**config.mk**
```make
export PLATFORM = sky130hd
export DESIGN_NAME = ysyx_22040759_wb_fifo
export DESIGN_NICKNAME = d
export VERILOG_FILES = /design/src/rtl/ysyx_22040759_wb_fifo_pkg.sv /design/src/rtl/ysyx_22040759_fifo.sv /design/src/rtl/ysyx_22040759_wb_fifo.sv
export SDC_FILE = /design/constraint.sdc
export NUM_CORES = 1
export LEC_CHECK = 0
export ABC_AREA = 0
export CELL_PAD_IN_SITES_DETAIL_PLACEMENT = 1
export CELL_PAD_IN_SITES_GLOBAL_PLACEMENT = 1
export CORE_ASPECT_RATIO = 0.8
export CORE_MARGIN = 2
export CORE_UTILIZATION = 30
export DETAILED_ROUTE_END_ITERATION = 12
export PLACE_DENSITY_LB_ADDON = 0.1
export RECOVER_POWER = 25
export SLEW_MARGIN = 10
export SYNTH_ARGS = -nofsm -noshare
export SYNTH_HDL_FRONTEND = slang
export SYNTH_SLANG_ARGS = --single-unit
```
**constraint.sdc**
```tcl
create_clock -name clk -period 10.5 [get_ports clk]
set_input_delay 2.1 -clock clk [delete_from_list [all_inputs] [get_ports clk]]
set_output_delay 2.1 -clock clk [all_outputs]
set_load 0.01 [all_outputs]
```
**src/rtl/ysyx_22040759_wb_fifo_pkg.sv**
```systemverilog
// Shared definitions for the write-back buffer: register-write source
// encodings and the layout of the MEM->WB bus as functions of XLEN.
package ysyx_22040759_wb_fifo_pkg;

    // Source of the register-file write data for a retiring entry.
    typedef enum logic [1:0] {
        wreg_pc  = 2'b00,   // link value: pc + 4
        wreg_alu = 2'b01,   // ALU result
        wreg_ram = 2'b10,   // load data
        wreg_rsv = 2'b11    // reserved, writes nothing
    } wreg_sel_e;

    // Bus layout, MSB first:
    //   {reg_wen[1], rd[5], wreg_sel[2], rdata[XLEN], alu_result[XLEN], pc[XLEN]}
    localparam int RD_W  = 5;
    localparam int SEL_W = 2;

    function automatic int bus_width(input int xlen);
        return 3 * xlen + 8;
    endfunction

    function automatic int pc_lsb(input int xlen);
        return 0 * xlen;
    endfunction

    function automatic int alu_lsb(input int xlen);
        return xlen;
    endfunction

    function automatic int rdata_lsb(input int xlen);
        return 2 * xlen;
    endfunction

    function automatic int sel_lsb(input int xlen);
        return 3 * xlen;
    endfunction

    function automatic int rd_lsb(input int xlen);
        return 3 * xlen + SEL_W;
    endfunction

    function automatic int wen_bit(input int xlen);
        return 3 * xlen + SEL_W + RD_W;
    endfunction

endpackage

```
**src/rtl/ysyx_22040759_fifo.sv**
```systemverilog
// Generic circular FIFO: storage, read/write pointers and occupancy count.
// The head word is read combinationally from storage, so a word written this
// cycle becomes visible at the head no earlier than the next cycle.
module ysyx_22040759_fifo #(
    parameter int WIDTH = 8,
    parameter int DEPTH = 2,
    localparam int AW = (DEPTH > 1) ? $clog2(DEPTH) : 1,
    localparam int CW = $clog2(DEPTH + 1)
) (
    input  logic             clk,
    input  logic             rst_n,
    input  logic             push,
    input  logic             pop,
    input  logic             flush,
    input  logic [WIDTH-1:0] wdata,
    output logic [WIDTH-1:0] rdata,
    output logic [CW-1:0]    count
);

    logic [WIDTH-1:0] mem [DEPTH];
    logic [AW-1:0]    wptr;
    logic [AW-1:0]    rptr;
    logic [AW-1:0]    wptr_nxt;
    logic [AW-1:0]    rptr_nxt;

    // Pointer advance with explicit wrap at DEPTH.
    always_comb begin
        wptr_nxt = (wptr == AW'(DEPTH - 1)) ? '0 : wptr + 1'b1;
        rptr_nxt = (rptr == AW'(DEPTH - 1)) ? '0 : rptr + 1'b1;
    end

    // Entry storage; not reset, stale words are never observed once count is 0.
    always_ff @(posedge clk) begin
        if (push && !flush) begin
            mem[wptr] <= wdata;
        end
    end

    // Pointers and count; flush drops everything at the next edge.
    always_ff @(posedge clk or negedge rst_n) begin
        if (!rst_n) begin
            wptr  <= '0;
            rptr  <= '0;
            count <= '0;
        end else if (flush) begin
            wptr  <= '0;
            rptr  <= '0;
            count <= '0;
        end else begin
            if (push) begin
                wptr <= wptr_nxt;
            end
            if (pop) begin
                rptr <= rptr_nxt;
            end
            case ({push, pop})
                2'b10:   count <= count + CW'(1);
                2'b01:   count <= count - CW'(1);
                default: count <= count;
            endcase
        end
    end

    assign rdata = mem[rptr];

endmodule

```
**src/rtl/ysyx_22040759_wb_fifo.sv**
```systemverilog
// Write-back stage buffer. Entries arriving from MEM are queued and retired
// in order into the register file, one per cycle while the write port is free.
//
// Handshake: an entry transfers on a rising edge when ms_to_ws_valid and
// ws_allowin are both high (and no flush). ws_allowin does not depend on
// ms_to_ws_valid; when full it is raised by rf_ready because the retiring head
// frees its slot in the same cycle. Retirement (ws_commit) happens when the
// buffer is non-empty, rf_ready is high and no flush is requested.
module ysyx_22040759_wb_fifo
    import ysyx_22040759_wb_fifo_pkg::*;
#(
    parameter int XLEN  = 64,
    parameter int DEPTH = 2,
    localparam int BUS_W = 3 * XLEN + 8,
    localparam int CW    = $clog2(DEPTH + 1)
) (
    input  logic              clk,
    input  logic              rst_n,
    input  logic              ms_to_ws_valid,
    input  logic [BUS_W-1:0]  ms_to_ws_bus,
    output logic              ws_allowin,
    input  logic              rf_ready,
    input  logic              ws_flush,
    output logic [XLEN+5:0]   ws_to_rf_bus,
    output logic [XLEN-1:0]   ws_pc,
    output logic              ws_commit,
    output logic [63:0]       ws_instret,
    output logic [CW-1:0]     ws_count
);

    logic [BUS_W-1:0] head;
    logic             has_entry;
    logic             push;
    logic             pop;

    logic             head_wen;
    logic [4:0]       head_rd;
    logic [1:0]       head_sel;
    logic [XLEN-1:0]  head_rdata;
    logic [XLEN-1:0]  head_alu;
    logic [XLEN-1:0]  head_pc;

    logic             rf_wen;
    logic [4:0]       rf_waddr;
    logic [XLEN-1:0]  rf_wdata;

    ysyx_22040759_fifo #(
        .WIDTH (BUS_W),
        .DEPTH (DEPTH)
    ) u_fifo (
        .clk   (clk),
        .rst_n (rst_n),
        .push  (push),
        .pop   (pop),
        .flush (ws_flush),
        .wdata (ms_to_ws_bus),
        .rdata (head),
        .count (ws_count)
    );

    // Handshake and retire conditions.
    always_comb begin
        has_entry  = (ws_count != '0);
        ws_allowin = !ws_flush && ((ws_count < CW'(DEPTH)) || rf_ready);
        push       = ms_to_ws_valid && ws_allowin && !ws_flush;
        pop        = has_entry && rf_ready && !ws_flush;
        ws_commit  = pop;
    end

    // Split the head entry into its fields.
    always_comb begin
        head_wen   = head[wen_bit(XLEN)];
        head_rd    = head[rd_lsb(XLEN) +: RD_W];
        head_sel   = head[sel_lsb(XLEN) +: SEL_W];
        head_rdata = head[rdata_lsb(XLEN) +: XLEN];
        head_alu   = head[alu_lsb(XLEN) +: XLEN];
        head_pc    = head[pc_lsb(XLEN) +: XLEN];
    end

    // Register-file write port; everything reads as zero while empty so stale
    // storage never leaks out.
    always_comb begin
        rf_wen   = 1'b0;
        rf_waddr = '0;
        rf_wdata = '0;
        ws_pc    = '0;
        if (has_entry) begin
            rf_waddr = head_rd;
            ws_pc    = head_pc;
            case (head_sel)
                wreg_pc:  rf_wdata = head_pc + XLEN'(4);
                wreg_alu: rf_wdata = head_alu;
                wreg_ram: rf_wdata = head_rdata;
                default:  rf_wdata = '0;
            endcase
            rf_wen = pop && head_wen && (head_rd != 5'd0) && (head_sel != wreg_rsv);
        end
        ws_to_rf_bus = {rf_wen, rf_waddr, rf_wdata};
    end

    // Retired-instruction counter, wraps naturally at 2^64.
    always_ff @(posedge clk or negedge rst_n) begin
        if (!rst_n) begin
            ws_instret <= '0;
        end else if (pop) begin
            ws_instret <= ws_instret + 64'd1;
        end
    end

endmodule

```
==> out/metrics.yaml, run 1 <==
worst_hold_path:
  hp-class: "reg2reg"
  min_path_cells: 1
timing:
  fin_setup_tns_ps: 0
  min_period_ps: 7690
  finalHoldViolations: 0
  setup_violations: 0
  fin_skew_ps: 21.0
  relSlewSlack: 0.335
  drv_slew: 0
  fmax_ghz: 0.130
  finalCritPeriodShare: 0.733
  tightest_slew_ps: 997
  rsz0062_at_grt: "no"
  final.setup.worst_slack_ps: 2810
routing:
  drtIter0Drc: 1027
  drt-total-wl_um: 74100
  viasPerCell: 5.11
  route.detailed.drc: 0
  firstDrtPassIters: 5
  ant_nets: 0
  wl_per_cell_um: 24.9
  vias: 15172
synthesis:
  ys_warn_count: 0
  synth_fa_ha_area_frac: 0.00119
  yosysTopAreaCellShare: 0.573
  synth_top_cell_by_area: "edfxtp_1"
  netlist_area_um2: 21000
  synth.avg_cell_area_um2: 13.2
  yosysSeqAreaShare: 0.654
  synth_top_family_by_area: "simple AND/OR/NAND/NOR gates"
  synthDistinctLibCells: 60
  ys_seq_elements: 468
  synthCells: 1586
  ys_async_sr_fraction: 0.145
  yosys_most_used_dff: "edfxtp_1"
  synth_compound_area_frac: 0.0610
  synthTopCellsByArea: "edfxtp_1, mux2i_1, dfrtp_1"
  syn_nets: 1793
  synth_edf_count: 400
  synth_mux_area_frac: 0.0962
  synth_xor_area_frac: 0.0426
  synthSimpleGateAreaFrac: 0.127
setup_path:
  critical_path.startpoint_type: "flip-flop"
  max_stage_delay_ps: 1010
  crit_required_ps: 8400
  worstPathCellList: "buf_4, nand3_1, a22oi_1, nand3_2, or4_1, o31a_1, o31ai_1, clkdlybuf4s50_1"
  path_class: "reg2out"
  reg2regPathDepth: 5
  rrSetupSlack_ps: 7310
  crit_path_top_delay_cell: "dfrtp_4"
  end_kind: "output port"
  path_max_fanout: 65
  worstPathArrival_ps: 5590
finish:
  ff_latch_area_um2: 13700
  final_cells: 2971
  syn_to_final_growth_pct: 33.2
  multi_input_area_um2: 6910
  num-fill-cells: 7189
  drive_gt1_frac: 0.0681
  final_nets: 2204
die:
  core-area_um2: 69000
  start_util: 0.304
  row_count: 86
  die_w_um: 300
  fp.dieH_um: 240
  io_pins: 407
  dieArea_um2: 72000
clock_network:
  path_clk_slew_ps: 60
  h-tree-depth: 2
  cts_buffers: 53
  clk-insertion-delay-late_ps: 610
  postCtsSetupRepairBufs: 0
  ctsHoldBuffers: 0
  cts_tree: "built"
  cts-root-buf: "clkbuf_16"
  post_cts_resized: 0
  cts_sinks: 468
  clk_path_buf_depth: 3
global_route:
  globalRouteOverflowTotal: 0
  grtUsageTotal: 0.201
  grt_max_degree: 141
  grt_pass1_wl_um: 107000
  grt_pass1_vias: 15994
  antenna_found_initial: 23
power_and_ir_drop:
  powerDensity_nw_per_um2: 167
  p_leak_nw: 9.29
  max-vdd-ir-drop_uv: 82.3
placed_design:
  dp_slack_ps: 3520
  finalWeightedCongestion: 0.812
  port_buffers: 406
  hpwl_um: 52900
  placed_cells: 2866
status:
  status: "finished clean"
flow_run:
  cap_violations: 0
[kinds of logic (layout without fill, tap and decap cells)]
logic type	count (synthesis)	count (layout)
and+or+nand+nor	524	524
DFF	468	468
other	0	6
muxes	200	200
AOI/OAI and AO/OA	204	204
xor gates and xnor gates	102	102
buffers and inverters	86	541
adders and majority gates	2	2
[routing by layer]
layer,vias up,share of wire,track usage
li1,6900,-,-
met1,7724,0.45,0.277
met2,423,0.47,0.328
met3,111,0.060,0.0388
met4,14,0.021,0.0477
met5,-,0.0011,0
[report_power, final]
part	total, mW	switching (mW)	internal, mW	leakage (nW)
logic	0.596	0.340	0.257	3.81
clock network	1.91	0.788	1.12	0.895
registers	2.15	0.0459	2.10	4.59
total	4.65	1.17	3.48	9.29
[cell type report]
type                            count  share of cell area
Sequential cell                   468               0.492
Multi-Input combinational cell   1032               0.248
Timing Repair Buffer              430               0.153
Clock buffer                       66              0.0543
Tap cell                          924              0.0414
Clock inverter                     33              0.0101
Inverter                           12             0.00161
Antenna cell                        6            0.000538
[metrics by stage]
step,cell area (um^2),power [mW],util,hold WS (ps)
5_1_grt,27900,4.82,0.404,503
3_3_place_gp,26100,2.80,0.378,460
3_5_place_dp,26100,2.80,0.378,481
4_1_cts,27900,4.73,0.404,489
6_report,27900,4.65,0.405,489
2_1_floorplan,21000,2.47,-,492
[worst paths after layout]
kind,start,end
max,u_fifo.rptr,ws_to_rf_bus[49]
min,ws_instret[48],ws_instret[48]
max reg2reg,u_fifo.count[1],u_fifo.mem[0][151]
min reg2reg,ws_instret[48],ws_instret[48]
max in group asynchronous,rst_n,u_fifo.rptr
min in group asynchronous,rst_n,ws_instret[9]
[cells in the final DEF, fill, tap and decap left out, drive strengths merged, types with 18 or more instances in the layout]
cell           Yosys  routed
edfxtp           400     400
clkdlybuf4s50      0     260
mux2i            189     189
dlygate4sd3        0     145
nor2             125     125
nand2            119     119
nand3             74      74
dfrtp             68      68
clkbuf            36      66
xor2              60      60
o21ai             53      53
o22ai             51      51
nand4             48      48
xnor2             42      42
a21oi             36      36
nor3              32      32
clkinv             0      27
nor4              25      25
buf               38      25
nand3b            18      18
[sequential cells by signal, indices dropped and copies added, names as in the netlist]
signal	flops
u_fifo.wptr	1
u_fifo.count	2
u_fifo.rptr	1
u_fifo.mem	400
ws_instret	64
[critical path: cells and delay by family, from the launching register on]
| kind | cells | cell delay, ps |
|---|---|---|
| flip-flops | 1 | 1010 |
| AND/OR/NAND/NOR | 3 | 1390 |
| buffers and inverters | 2 | 1270 |
| AO/OA/AOI/OAI | 3 | 1270 |
[cell usage after synthesis (all sizes together) (2+ instances only)]
| library cell | n |
|---|---|
| a2111o | 2 |
| a211oi | 7 |
| a21oi | 36 |
| a221oi | 2 |
| a222oi | 3 |
| a22oi | 11 |
| a311oi | 2 |
| a31oi | 11 |
| a32o | 3 |
| and2 | 8 |
| and3 | 12 |
| and4 | 10 |
| buf | 38 |
| clkbuf | 36 |
| dfrtp | 68 |
| edfxtp | 400 |
| ha | 2 |
| inv | 12 |
| mux2 | 11 |
| mux2i | 189 |
| nand2 | 119 |
| nand2b | 5 |
| nand3 | 74 |
| nand3b | 18 |
| nand4 | 48 |
| nand4b | 16 |
| nor2 | 125 |
| nor2b | 9 |
| nor3 | 32 |
| nor4 | 25 |
| nor4b | 2 |
| o21ai | 53 |
| o22ai | 51 |
| o31a | 2 |
| o31ai | 10 |
| or2 | 4 |
| or3 | 6 |
| or4 | 9 |
| xnor2 | 42 |
| xor2 | 60 |
(Power assumes the default switching activity.)
==> run 2, diff against run 1 <==
- clock period: 10.5 -> 6.6 ns (I/O delays scaled with it)
==> out/metrics.yaml, run 2 (synthesis gave the netlist of run 1 again) <==
status:
  status: "finished clean"
finish:
  regMostFlops: "u_fifo.mem"
  syn_to_final_growth_pct: 33.2  # about the same
  drive_gt1_frac: 0.0671  # -0.00101
  largest_reg_flops: 400  # unchanged
  final_nets: 2209  # +0.23%
  largestRegisters: "u_fifo.mem: 400 flops, ws_instret: 64 flops, u_fifo.count: 2 flops"
  final_cell_area_um2: 27900  # about the same
  layout_common_cells: "edfxtp_1, clkdlybuf4s50_1, mux2i_1, dlygate4sd3_1, nor2_1"
  final_common_cell: "edfxtp_1"
placed_design:
  port_buffers: 406  # unchanged
  finalWeightedCongestion: 0.844  # +3.9%
  place_area_um2: 26200  # +0.29%
  hpwl_um: 52700  # -0.40%
setup_path:
  critical_path.startpoint_type: "flip-flop"
  crit_path_top_delay_cell: "dfrtp_4"
  path_max_fanout: 112  # +72%
  cp_common_cell: "nand4_1"
  critPathTopFamily: "simple AND/OR/NAND/NOR gates"
  worstPathCellList: "buf_12, nand4_1, a22oi_1, nand4_1, nor4_1, xor2_1, o21ai_0, clkdlybuf4s50_1"
  max_stage_delay_ps: 740  # -270 ps
  path_buf_inv: 2  # unchanged
  crit_required_ps: 5280  # -3120 ps
  worstPathArrival_ps: 4850  # -740 ps
  path_class: "reg2out"
  end_kind: "output port"
routing:
  wl_per_cell_um: 24.8  # -0.66%
  route.detailed.drc: 0  # unchanged
  drt-total-wl_um: 73600  # -0.62%
  firstDrtPassIters: 5  # unchanged
  ant_nets: 0  # unchanged
  drtIter0Drc: 913  # -11%
  vias: 15064  # -0.71%
  viasPerCell: 5.07  # -0.75%
timing:
  rsz0062_at_grt: "no"
  whs_ps: 486  # -2.69 ps
  finalCritPeriodShare: 0.935
  finalHoldViolations: 0  # unchanged
  tightest_slew_ps: 1020  # +17.7 ps
  min_period_ps: 6170
  fmax_ghz: 0.162
  relSlewSlack: 0.322  # -0.0135
  fin_setup_tns_ps: 0  # unchanged
  drv_slew: 0  # unchanged
  fin_skew_ps: 28.1  # +7.13 ps
  setup_violations: 0  # unchanged
die:
  io_pins: 407  # unchanged
  fp.dieH_um: 240  # unchanged
  row_count: 86  # unchanged
  die_w_um: 300  # unchanged
  start_util: 0.304  # unchanged
  dieArea_um2: 72000  # unchanged
  core-area_um2: 69000  # unchanged
clock_network:
  cts-root-buf: "clkbuf_16"
  cts_sinks: 468  # unchanged
  cts_buffers: 52  # -1.9%
  h-tree-depth: 2  # unchanged
  clk-insertion-delay-late_ps: 610  # about the same
  path_clk_slew_ps: 60  # about the same
  clk_path_buf_depth: 3  # unchanged
  cts_tree: "built"
worst_hold_path:
  hp-class: "reg2reg"
flow_run:
  cap_violations: 0  # unchanged
global_route:
  grtUsageTotal: 0.199  # -0.00221
  globalRouteOverflowTotal: 0  # unchanged
  antenna_found_initial: 22  # -4.3%
  grt_pass1_vias: 15699  # -1.8%
  grt_max_degree: 113  # -20%
  grt_pass1_wl_um: 106000  # -1.2%
power_and_ir_drop:
  powerDensity_nw_per_um2: 261  # +57%
  max-vdd-ir-drop_uv: 157  # +90%
  p_leak_nw: 9.26  # -0.29%
[run 2: changes by cell type in the layout (fill, tap and decap cells not counted), moves of 2 or more]
cell / delta
clkinv_1: -3
clkinv_4: -2
clkinv_2: -5
buf_4: +2
buf_12: +4
clkbuf_1: +7
clkbuf_16: -4
clkinvlp_4: +2
clkbuf_8: +2
[run 2: through the flow]
step	instances	util	total power [mW]	worst slack, ps
global route	2969	0.405	7.58	169
detailed placement	2871	0.379	4.46	837
global placement	2871	0.379	4.45	928
floorplan	1586	-	3.91	1240
CTS	2965	0.404	7.43	134
finish	2972	0.405	7.30	428
[run 2: where the power goes]
group	switching [mW]	total, mW	leakage (nW)	internal, mW
clock	1.22	2.92	0.827	1.70
combinational	0.554	0.969	3.85	0.415
sequential	0.0662	3.41	4.59	3.34
total	1.84	7.30	9.26	5.46
[run 2: metal layers]
layer  vias to the layer above  wire [um]  global-route usage
li1                       6918          -                   -
met4                         8       1760              0.0524
met3                       105       4100              0.0381
met1                      7598      33300               0.274
met2                       435      34500               0.323
met5                         -         54                   0
[run 2: worst reg2reg max path, stage by stage (launching register included)]
cell	delay (ps)
dfrtp_1	460
and4_1	320
nand3_1	400
or3_1	510
or2_2	420
nor4_1	380
xor2_1	190
[run 2: timing repair]
item,in CTS,in global routing
endpoints found under the setup margin,0,7
buffers inserted,0,1
hold buffers,0,0
gates resized for setup,0,2
[run 2: final cells by class]
cell class	instances	area, um^2
Clock inverter	24	234
Clock buffer	70	1460
Multi-Input combinational cell	1032	6930
Tap cell	924	1160
Fill cell	7156	41100
Inverter	12	45.0
Sequential cell	468	13700
Antenna cell	6	15.0
Timing Repair Buffer	436	4360
[run 2: final timing paths]
path | depth (start not counted) | slack (ps) | startpoint | to
min in group asynchronous | 2 | 940 | rst_n | ws_instret[6]
max in group asynchronous | 2 | 4950 | rst_n | u_fifo.rptr
worst max register to register | 6 | 3840 | ws_instret[23] | ws_instret[59]
worst min register to register | 1 | 490 | ws_instret[63] | ws_instret[63]
worst max-delay path | 8 | 430 | u_fifo.rptr | ws_to_rf_bus[54]
worst min-delay path | 1 | 490 | ws_instret[63] | ws_instret[63]
==> run 3, diff against run 2 <==
- CORE_UTILIZATION: 30 -> 38
==> out/metrics.yaml, run 3 (synthesis gave the netlist of run 1 again) <==
global_route:
  grtUsageTotal: 0.241  # +0.0418
  grt_max_degree: 110  # -2.7%
  globalRouteOverflowTotal: 0  # unchanged
  grt_pass1_wl_um: 103000  # -2.4%
  grt_pass1_vias: 15919  # +1.4%
  antenna_found_initial: 23  # +4.5%
timing:
  rsz0062_at_grt: "no"
  fin_setup_tns_ps: 0  # unchanged
  fmax_ghz: 0.156  # -3.7%
  setup_violations: 0  # unchanged
  whs_ps: 476  # -10.5 ps
  min_period_ps: 6410  # +239 ps
  relSlewSlack: 0.374  # +0.0520
  fin_skew_ps: 19.4  # -8.78 ps
  drv_slew: 0  # unchanged
  finalCritPeriodShare: 0.971  # +0.0363
  tightest_slew_ps: 940  # -75.5 ps
  final.setup.worst_slack_ps: 189  # -239 ps
  finalHoldViolations: 0  # unchanged
die:
  row_count: 76  # -12%
  fp.dieH_um: 214  # -11%
  dieArea_um2: 57100  # -21%
  io_pins: 407  # unchanged
  start_util: 0.387  # +0.0828
  die_w_um: 267  # -11%
  core-area_um2: 54200  # -21%
power_and_ir_drop:
  powerDensity_nw_per_um2: 257  # -1.6%
  p_total_mw: 7.07  # -3.2%
  p_leak_nw: 9.19  # -0.78%
  max-vdd-ir-drop_uv: 217  # +39%
placed_design:
  port_buffers: 406  # unchanged
  place_area_um2: 25900  # -1.0%
  finalWeightedCongestion: 0.887  # +5.0%
  dp_slack_ps: 882  # +45.2 ps
  hpwl_um: 49800  # -5.5%
  placed_cells: 2652  # -7.6%
clock_network:
  path_clk_slew_ps: 70  # about the same
  cts_sinks: 468  # unchanged
  cts-root-buf: "clkbuf_16"
  h-tree-depth: 2  # unchanged
  ctsHoldBuffers: 0  # unchanged
  clk-insertion-delay-late_ps: 600  # about the same
  cts_buffers: 49  # -5.8%
  cts_tree: "built"
  clk_path_buf_depth: 3  # unchanged
routing:
  vias: 15238  # +1.2%
  viasPerCell: 5.55  # +9.4%
  drtIter0Drc: 1192  # +31%
  route.detailed.drc: 0  # unchanged
  ant_nets: 0  # unchanged
  firstDrtPassIters: 5  # unchanged
  wl_per_cell_um: 25.2  # +1.8%
  drt-total-wl_um: 69300  # -5.9%
finish:
  largestRegisters: "u_fifo.mem: 400 flops, ws_instret: 64 flops, u_fifo.count: 2 flops"
  ff_latch_area_um2: 13700  # unchanged
  final_common_cell: "edfxtp_1"
  regMostFlops: "u_fifo.mem"
  fin_util: 0.507  # +0.102
  drive_gt1_frac: 0.0628  # -0.00425
  largest_reg_flops: 400  # unchanged
  layout_common_cells: "edfxtp_1, clkdlybuf4s50_1, mux2i_1, dlygate4sd3_1, nor2_1"
  final_nets: 2208  # -0.045%
  multi_input_area_um2: 6910  # -0.31%
  final_cell_area_um2: 27500  # -1.6%
  num-fill-cells: 5478  # -23%
  syn_to_final_growth_pct: 31.1
  final_cells: 2748  # -7.5%
worst_hold_path:
  hold_start: "ws_instret[63]"
  min_path_cells: 1  # unchanged
  hold_end: "ws_instret[63]"
  hp-class: "reg2reg"
setup_path:
  end_kind: "output port"
  path_max_fanout: 62  # -45%
  reg2regPathDepth: 6  # unchanged
  worstPathArrival_ps: 5090  # +240 ps
  rrSetupSlack_ps: 3840  # about the same
  path_class: "reg2out"
  r2r_end: "ws_instret[59]"
  critical_path.startpoint_type: "flip-flop"
  crit_required_ps: 5280  # about the same
  r2r-start: "ws_instret[23]"
flow_run:
  cap_violations: 0  # unchanged
status:
  status: "finished clean"
-- run 3: changes by cell type in the layout (fill, tap and decap cells not counted), sizes merged --
cell	delta
clkbuf	+6
clkinvlp	-1
diode	+3
buf	+2
inv	+1
bufinv	-2
clkdlybuf4s50	+1
clkinv	-11
dlygate4sd3	-1
-- run 3: repair_timing --
action | 4_1_cts | 5_1_grt
setup endpoints to repair | 0 | 1
resized for setup | 0 | 1
setup buffers | 0 | 0
-- run 3: routing by layer --
metal / up-vias / global-route usage / routed length (um)
met1: 7742 / 0.333 / 29900
li1: 6895 / - / -
met5: - / 0 / 83
met2: 479 / 0.392 / 33000
met3: 108 / 0.0446 / 4710
met4: 14 / 0.0620 / 1600
-- run 3: power by group --
part	internal, mW	switching, mW	total, mW
Clock	1.55	1.15	2.71
Sequential	3.34	0.0717	3.42
Combinational	0.414	0.532	0.946
Total	5.31	1.76	7.07
-- run 3: how the worst max path moves through the flow --
stage	from	to	slack [ps]	cells after the start
after detailed placement	u_fifo.rptr	ws_to_rf_bus[58]	880	8
after floorplan	ws_flush	u_fifo.mem[0][0]	1240	4
after global placement	u_fifo.rptr	ws_to_rf_bus[58]	930	8
after CTS	u_fifo.rptr	ws_to_rf_bus[58]	230	8
final	u_fifo.rptr	ws_to_rf_bus[58]	190	8
after global routing	u_fifo.rptr	ws_to_rf_bus[58]	50	8
-- run 3: critical path, stage by stage, from the launching register on --
cell             delay [ps]
dfrtp_4                 950
buf_4                   580
nand4_1                 220
a21oi_1                 300
nand4_1                 530
nor3_1                  730
a31oi_1                 170
o31ai_1                 340
clkdlybuf4s50_1         610
-- run 3: area by class of cell --
cell class                      instances  area share
Sequential cell                       468       0.499
Multi-Input combinational cell       1032       0.251
Timing Repair Buffer                  438       0.159
Clock buffer                           76      0.0517
Tap cell                              702      0.0320
Clock inverter                         11     0.00419
Inverter                               12     0.00164
Antenna cell                            9    0.000820
